==> src/rtl/fifo_pkg.sv <==
// Shared sizing constants and pointer/count width helper for the synchronous FIFO.
package fifo_pkg;

    localparam int DSIZE_DEF = 16;
    localparam int ASIZE_DEF = 2;

    // Pointers and count carry one extra bit so that DEPTH itself is representable.
    function automatic int ptr_width(input int asize);
        return asize + 1;
    endfunction

endpackage

==> src/rtl/sync_fifo_mem.sv <==
// FIFO storage: DEPTH x DSIZE array, synchronous write, asynchronous read, no reset.
module sync_fifo_mem #(
    parameter int DSIZE = 16,
    parameter int ASIZE = 2
) (
    input  logic             clk_i,
    input  logic             we_i,
    input  logic [ASIZE-1:0] waddr_i,
    input  logic [DSIZE-1:0] wdata_i,
    input  logic [ASIZE-1:0] raddr_i,
    output logic [DSIZE-1:0] rdata_o
);

    logic [DSIZE-1:0] mem_q [2**ASIZE];

    always_ff @(posedge clk_i) begin
        if (we_i) begin
            mem_q[waddr_i] <= wdata_i;
        end
    end

    assign rdata_o = mem_q[raddr_i];

endmodule

==> src/rtl/sync_fifo.sv <==
// Single-clock FIFO with registered status flags, occupancy count and sticky error flags.
// Define SYNC_FIFO_FWFT_EN for first-word-fall-through read data; default is registered rdata.
module sync_fifo
    import fifo_pkg::*;
#(
    parameter int DSIZE     = DSIZE_DEF,
    parameter int ASIZE     = ASIZE_DEF,
    parameter int AFULL_TH  = 3,
    parameter int AEMPTY_TH = 1
) (
    input  logic               clk,
    input  logic               rst,
    input  logic [DSIZE-1:0]   wdata,
    input  logic               w_en,
    input  logic               r_en,
    output logic [DSIZE-1:0]   rdata,
    output logic               wfull,
    output logic               rempty,
    output logic               walmost_full,
    output logic               ralmost_empty,
    output logic [ASIZE:0]     count,
    output logic               overflow,
    output logic               underflow
);

    localparam int PW = ptr_width(ASIZE);
    localparam logic [PW-1:0] AFULL_C  = PW'(AFULL_TH);
    localparam logic [PW-1:0] AEMPTY_C = PW'(AEMPTY_TH);

    logic [PW-1:0]    wptr_q, wptr_d;
    logic [PW-1:0]    rptr_q, rptr_d;
    logic [PW-1:0]    count_q, count_d;
    logic             wfull_q, wfull_d;
    logic             rempty_q, rempty_d;
    logic             afull_q, afull_d;
    logic             aempty_q, aempty_d;
    logic             ovf_q, ovf_d;
    logic             udf_q, udf_d;
    logic             wr_acc, rd_acc;
    logic [DSIZE-1:0] mem_rdata;

    assign wr_acc = w_en & ~wfull_q;
    assign rd_acc = r_en & ~rempty_q;

    sync_fifo_mem #(
        .DSIZE (DSIZE),
        .ASIZE (ASIZE)
    ) u_mem (
        .clk_i   (clk),
        .we_i    (wr_acc),
        .waddr_i (wptr_q[ASIZE-1:0]),
        .wdata_i (wdata),
        .raddr_i (rptr_q[ASIZE-1:0]),
        .rdata_o (mem_rdata)
    );

    always_comb begin
        wptr_d  = wptr_q;
        rptr_d  = rptr_q;
        count_d = count_q;
        if (wr_acc) begin
            wptr_d = wptr_q + PW'(1);
        end
        if (rd_acc) begin
            rptr_d = rptr_q + PW'(1);
        end
        if (wr_acc && !rd_acc) begin
            count_d = count_q + PW'(1);
        end else if (rd_acc && !wr_acc) begin
            count_d = count_q - PW'(1);
        end
        wfull_d  = (wptr_d[ASIZE-1:0] == rptr_d[ASIZE-1:0]) && (wptr_d[ASIZE] != rptr_d[ASIZE]);
        rempty_d = (wptr_d == rptr_d);
        afull_d  = (count_d >= AFULL_C);
        aempty_d = (count_d <= AEMPTY_C);
        ovf_d    = ovf_q | (w_en & wfull_q);
        // A read that coincides with a write on an empty FIFO is deferred, not an error.
        udf_d    = udf_q | (r_en & rempty_q & ~w_en);
    end

    always_ff @(posedge clk or posedge rst) begin
        if (rst) begin
            wptr_q   <= '0;
            rptr_q   <= '0;
            count_q  <= '0;
            wfull_q  <= 1'b0;
            rempty_q <= 1'b1;
            afull_q  <= 1'b0;
            aempty_q <= 1'b1;
            ovf_q    <= 1'b0;
            udf_q    <= 1'b0;
        end else begin
            wptr_q   <= wptr_d;
            rptr_q   <= rptr_d;
            count_q  <= count_d;
            wfull_q  <= wfull_d;
            rempty_q <= rempty_d;
            afull_q  <= afull_d;
            aempty_q <= aempty_d;
            ovf_q    <= ovf_d;
            udf_q    <= udf_d;
        end
    end

`ifdef SYNC_FIFO_FWFT_EN
    assign rdata = rempty_q ? '0 : mem_rdata;
`else
    logic [DSIZE-1:0] rdata_q, rdata_d;

    always_comb begin
        rdata_d = rdata_q;
        if (rd_acc) begin
            rdata_d = mem_rdata;
        end
    end

    always_ff @(posedge clk or posedge rst) begin
        if (rst) begin
            rdata_q <= '0;
        end else begin
            rdata_q <= rdata_d;
        end
    end

    assign rdata = rdata_q;
`endif

    assign wfull         = wfull_q;
    assign rempty        = rempty_q;
    assign walmost_full  = afull_q;
    assign ralmost_empty = aempty_q;
    assign count         = count_q;
    assign overflow      = ovf_q;
    assign underflow     = udf_q;

endmodule

==> config.mk <==
export PLATFORM = sky130hd
export DESIGN_NAME = sync_fifo
export DESIGN_NICKNAME = d
export VERILOG_FILES = /design/src/rtl/fifo_pkg.sv /design/src/rtl/sync_fifo_mem.sv /design/src/rtl/sync_fifo.sv
export SDC_FILE = /design/constraint.sdc
export NUM_CORES = 1
export LEC_CHECK = 0
export ABC_AREA = 1
export CORE_MARGIN = 8
export CORE_UTILIZATION = 56
export DETAILED_ROUTE_END_ITERATION = 8
export PLACE_DENSITY = 0.78
export SYNTH_ARGS = -nofsm -noshare
export SYNTH_HDL_FRONTEND = slang
export SYNTH_SLANG_ARGS = --single-unit
==> constraint.sdc <==
create_clock -name clk -period 2.4 [get_ports clk]
set_clock_uncertainty 0.05 [all_clocks]
set_input_delay 0.36 -clock clk [delete_from_list [all_inputs] [get_ports clk]]
set_output_delay 0.36 -clock clk [all_outputs]
set_load 0.02 [all_outputs]
==> flow_summary.yaml <==
final_layout:
  fin_nets: 455
  final_cell_mix: "nand2_1, edfxtp_1, nor2_1"
  fillers: 535
  syn_to_final_growth_pct: 18.2
  instances_no_fill: 529
  final_common_cell: "nand2_1"
  antenna_cells: 0
  final_layout_size_suffix_gt1_share_pct: 9.01
critical_path:
  crit_path_start_kind: "register"
  crit_chain: "clkdlybuf4s50_1"
  cpPeakStageDelay_ns: 0.62
  worst-setup-path-type: "register to output pin"
  worst_setup_path_end_kind: "output pin"
  path_buf_inv: 1
  crit_arrival_ns: 1.56
  crit_fanout: 4
  slowest_stage: "clkdlybuf4s50_1"
  cpLargestDelayFamily: "buffers and inverters"
  worstPathRequired_ns: 1.99
yosys:
  ys_warn_count: 0
  synth_edf_count: 64
  syn-num-nets: 407
  netlist_area_um2: 3990
  synth.distinct_cells: 25
  synthMuxAreaShare_pct: 0
  synth_area_leader_cell: "edfxtp_1"
  synth_cells: 380
  seq_area_frac_synth_pct: 67.6
  synthXorXnorAreaFrac_pct: 0.219
  synthArstFlopShare_pct: 32.6
  synth_seq_cells: 95
  synth.avg_cell_area_um2: 10.5
  synthTopCellsByArea: "edfxtp_1, dfrtp_1, nand2_1"
  synth_top_family_by_area: "simple AND/OR/NAND/NOR gates"
  synth_fa_ha_area_share_pct: 2.19
  synth_top_area_share_pct: 48.1
  synthFlopType: "edfxtp_1"
  synth-compound-area-share_pct: 6.42
  synth-simple-area-share_pct: 19.4
clock_network:
  root_buffer: "clkbuf_8"
  cts_tree: "yes"
  clk_pin_slew_ns: 0.10
  htreeDepth: 3
  worstSkewPairLatency_ns: 0.36
  cts_sinks: 95
  post_cts_resized: 0
  holdBufCountCts: 0
  cts_setup_buffers: 0
  clockBufferDepth: 2
  numCtsBuffers: 9
drt:
  drtIter0Drc: 141
  drc_errors: 0
  wl_mm: 7.60
  wl_per_cell_um: 14.4
  vias: 2739
  dr.pass1.iters: 4
  ant_nets: 0
  avgViaCountPerCell: 5.18
power:
  p_leak_nw: 1.96
  powerDensity_nw_per_um2: 1280
  irDropWorstVdd_v: 0.000595
  power.total_w: 0.00604
global_routing:
  grt_overflow: 0
  grt_pass1_wl_mm: 12.5
  antenna_found_initial: 0
  grt_max_degree: 35
  grt_pass1_vias: 2748
  grt_use_total_pct: 16.0
timing:
  slew_violations: 0
  fmax_mhz: 507
  setup_ws_ns: 0.428
  worstMarginPinSlew_ns: 0.486
  relSlewSlack_pct: 67.6
  fin_crit_ns: 1.97
  post-route-period-util_pct: 82.2
  finalSetupViolCount: 0
  rsz0062_at_grt: "false"
  setup_tns_ns: 0
  finalHoldViolations: 0
floorplan:
  num_rows: 30
  io_pins: 45
  die_area_um2: 10100
  start_util_pct: 58.4
  dieWidth_um: 100
  die_h_um: 100
  core-area_um2: 6830
placed_design:
  io_buffers: 44
  place_congestion: 0.730
  hpwl_mm: 5.05
  pre_cts_slack_ns: 0.415
  dp_cells: 513
job:
  max_cap_violations: 0
outcome:
  status: "finished clean"
min_path:
  min_path_type: "input pin to asynchronous set/reset pin"
## cell usage after synthesis (3+ instances only)
| cell | count |
|---|---|
| nand2_1 | 109 |
| edfxtp_1 | 64 |
| nor2_1 | 55 |
| o21ai_0 | 34 |
| dfrtp_1 | 29 |
| inv_1 | 17 |
| nand3_1 | 15 |
| o21ai_1 | 14 |
| buf_2 | 8 |
| ha_1 | 7 |
| inv_2 | 5 |
| nand2_2 | 4 |
| clkbuf_1 | 3 |
## sequential cells by signal (all words and copies together), names as in the netlist
| register | flops |
|---|---|
| rdata | 16 |
| walmost_full | 1 |
| ralmost_empty | 1 |
| count | 3 |
| wptr_q | 3 |
| overflow | 1 |
| u_mem.mem_q | 64 |
| rempty | 1 |
| wfull | 1 |
| rptr_q | 3 |
| underflow | 1 |
## where the power goes
part           internal (W)  switching, W  leakage (nW)
registers           0.00228      0.000239         0.956
clock network      0.000398      0.000580        0.0927
logic              0.000963       0.00158         0.911
## worst paths after layout
path | slack (ns) | depth (start not counted) | to | startpoint
max | 0.43 | 1 | rempty | rempty$_DFF_PP1_
min | 0.32 | 3 | rdata[0]$_DFFE_PP0P_ | rst
max reg2reg | 0.83 | 6 | ralmost_empty$_DFF_PP1_ | rempty$_DFF_PP1_
min reg2reg | 0.43 | 1 | underflow$_DFF_PP0_ | underflow$_DFF_PP0_
max in group asynchronous | 1.64 | 3 | rempty$_DFF_PP1_ | rst
min in group clk | 0.43 | 1 | underflow$_DFF_PP0_ | underflow$_DFF_PP0_
## kinds of logic (layout without fill, tap and decap cells)
kind of cell / count (synthesis) / in the layout
buffers and inverters: 37 / 90
xor gates and xnor gates: 1 / 1
adders and majority gates: 7 / 7
DFF: 95 / 95
AOI/OAI and AO/OA: 50 / 50
and+or+nand+nor: 190 / 190
## layer usage
metal  up-vias  track usage (%)  wire length [µm]
met3        13             3.25               399
met4         0             9.88               172
met1      1304             18.1              3190
met2        72             27.1              3840
met5         -                0                 0
li1       1350                -                 -
## final cells by class
type | count | area (µm²) | area share [%]
Multi-Input combinational cell | 248 | 1130 | 23.9
Clock inverter | 7 | 62.6 | 1.33
Timing Repair Buffer | 52 | 500 | 10.6
Clock buffer | 9 | 124 | 2.63
Sequential cell | 95 | 2700 | 57.2
Tap cell | 96 | 120 | 2.55
Inverter | 22 | 82.6 | 1.75
## through the flow
step / instance area (µm²) / util [%] / hold WS, ns
finish: 4720 / 69.1 / 0.319
global route: 4720 / 69.1 / 0.391
CTS: 4720 / 69.1 / 0.324
detailed placement: 4530 / 66.3 / 0.413
global placement: 4530 / 66.3 / 0.406
floorplan: 3990 / - / 0.409
(Power assumes the default switching activity.)
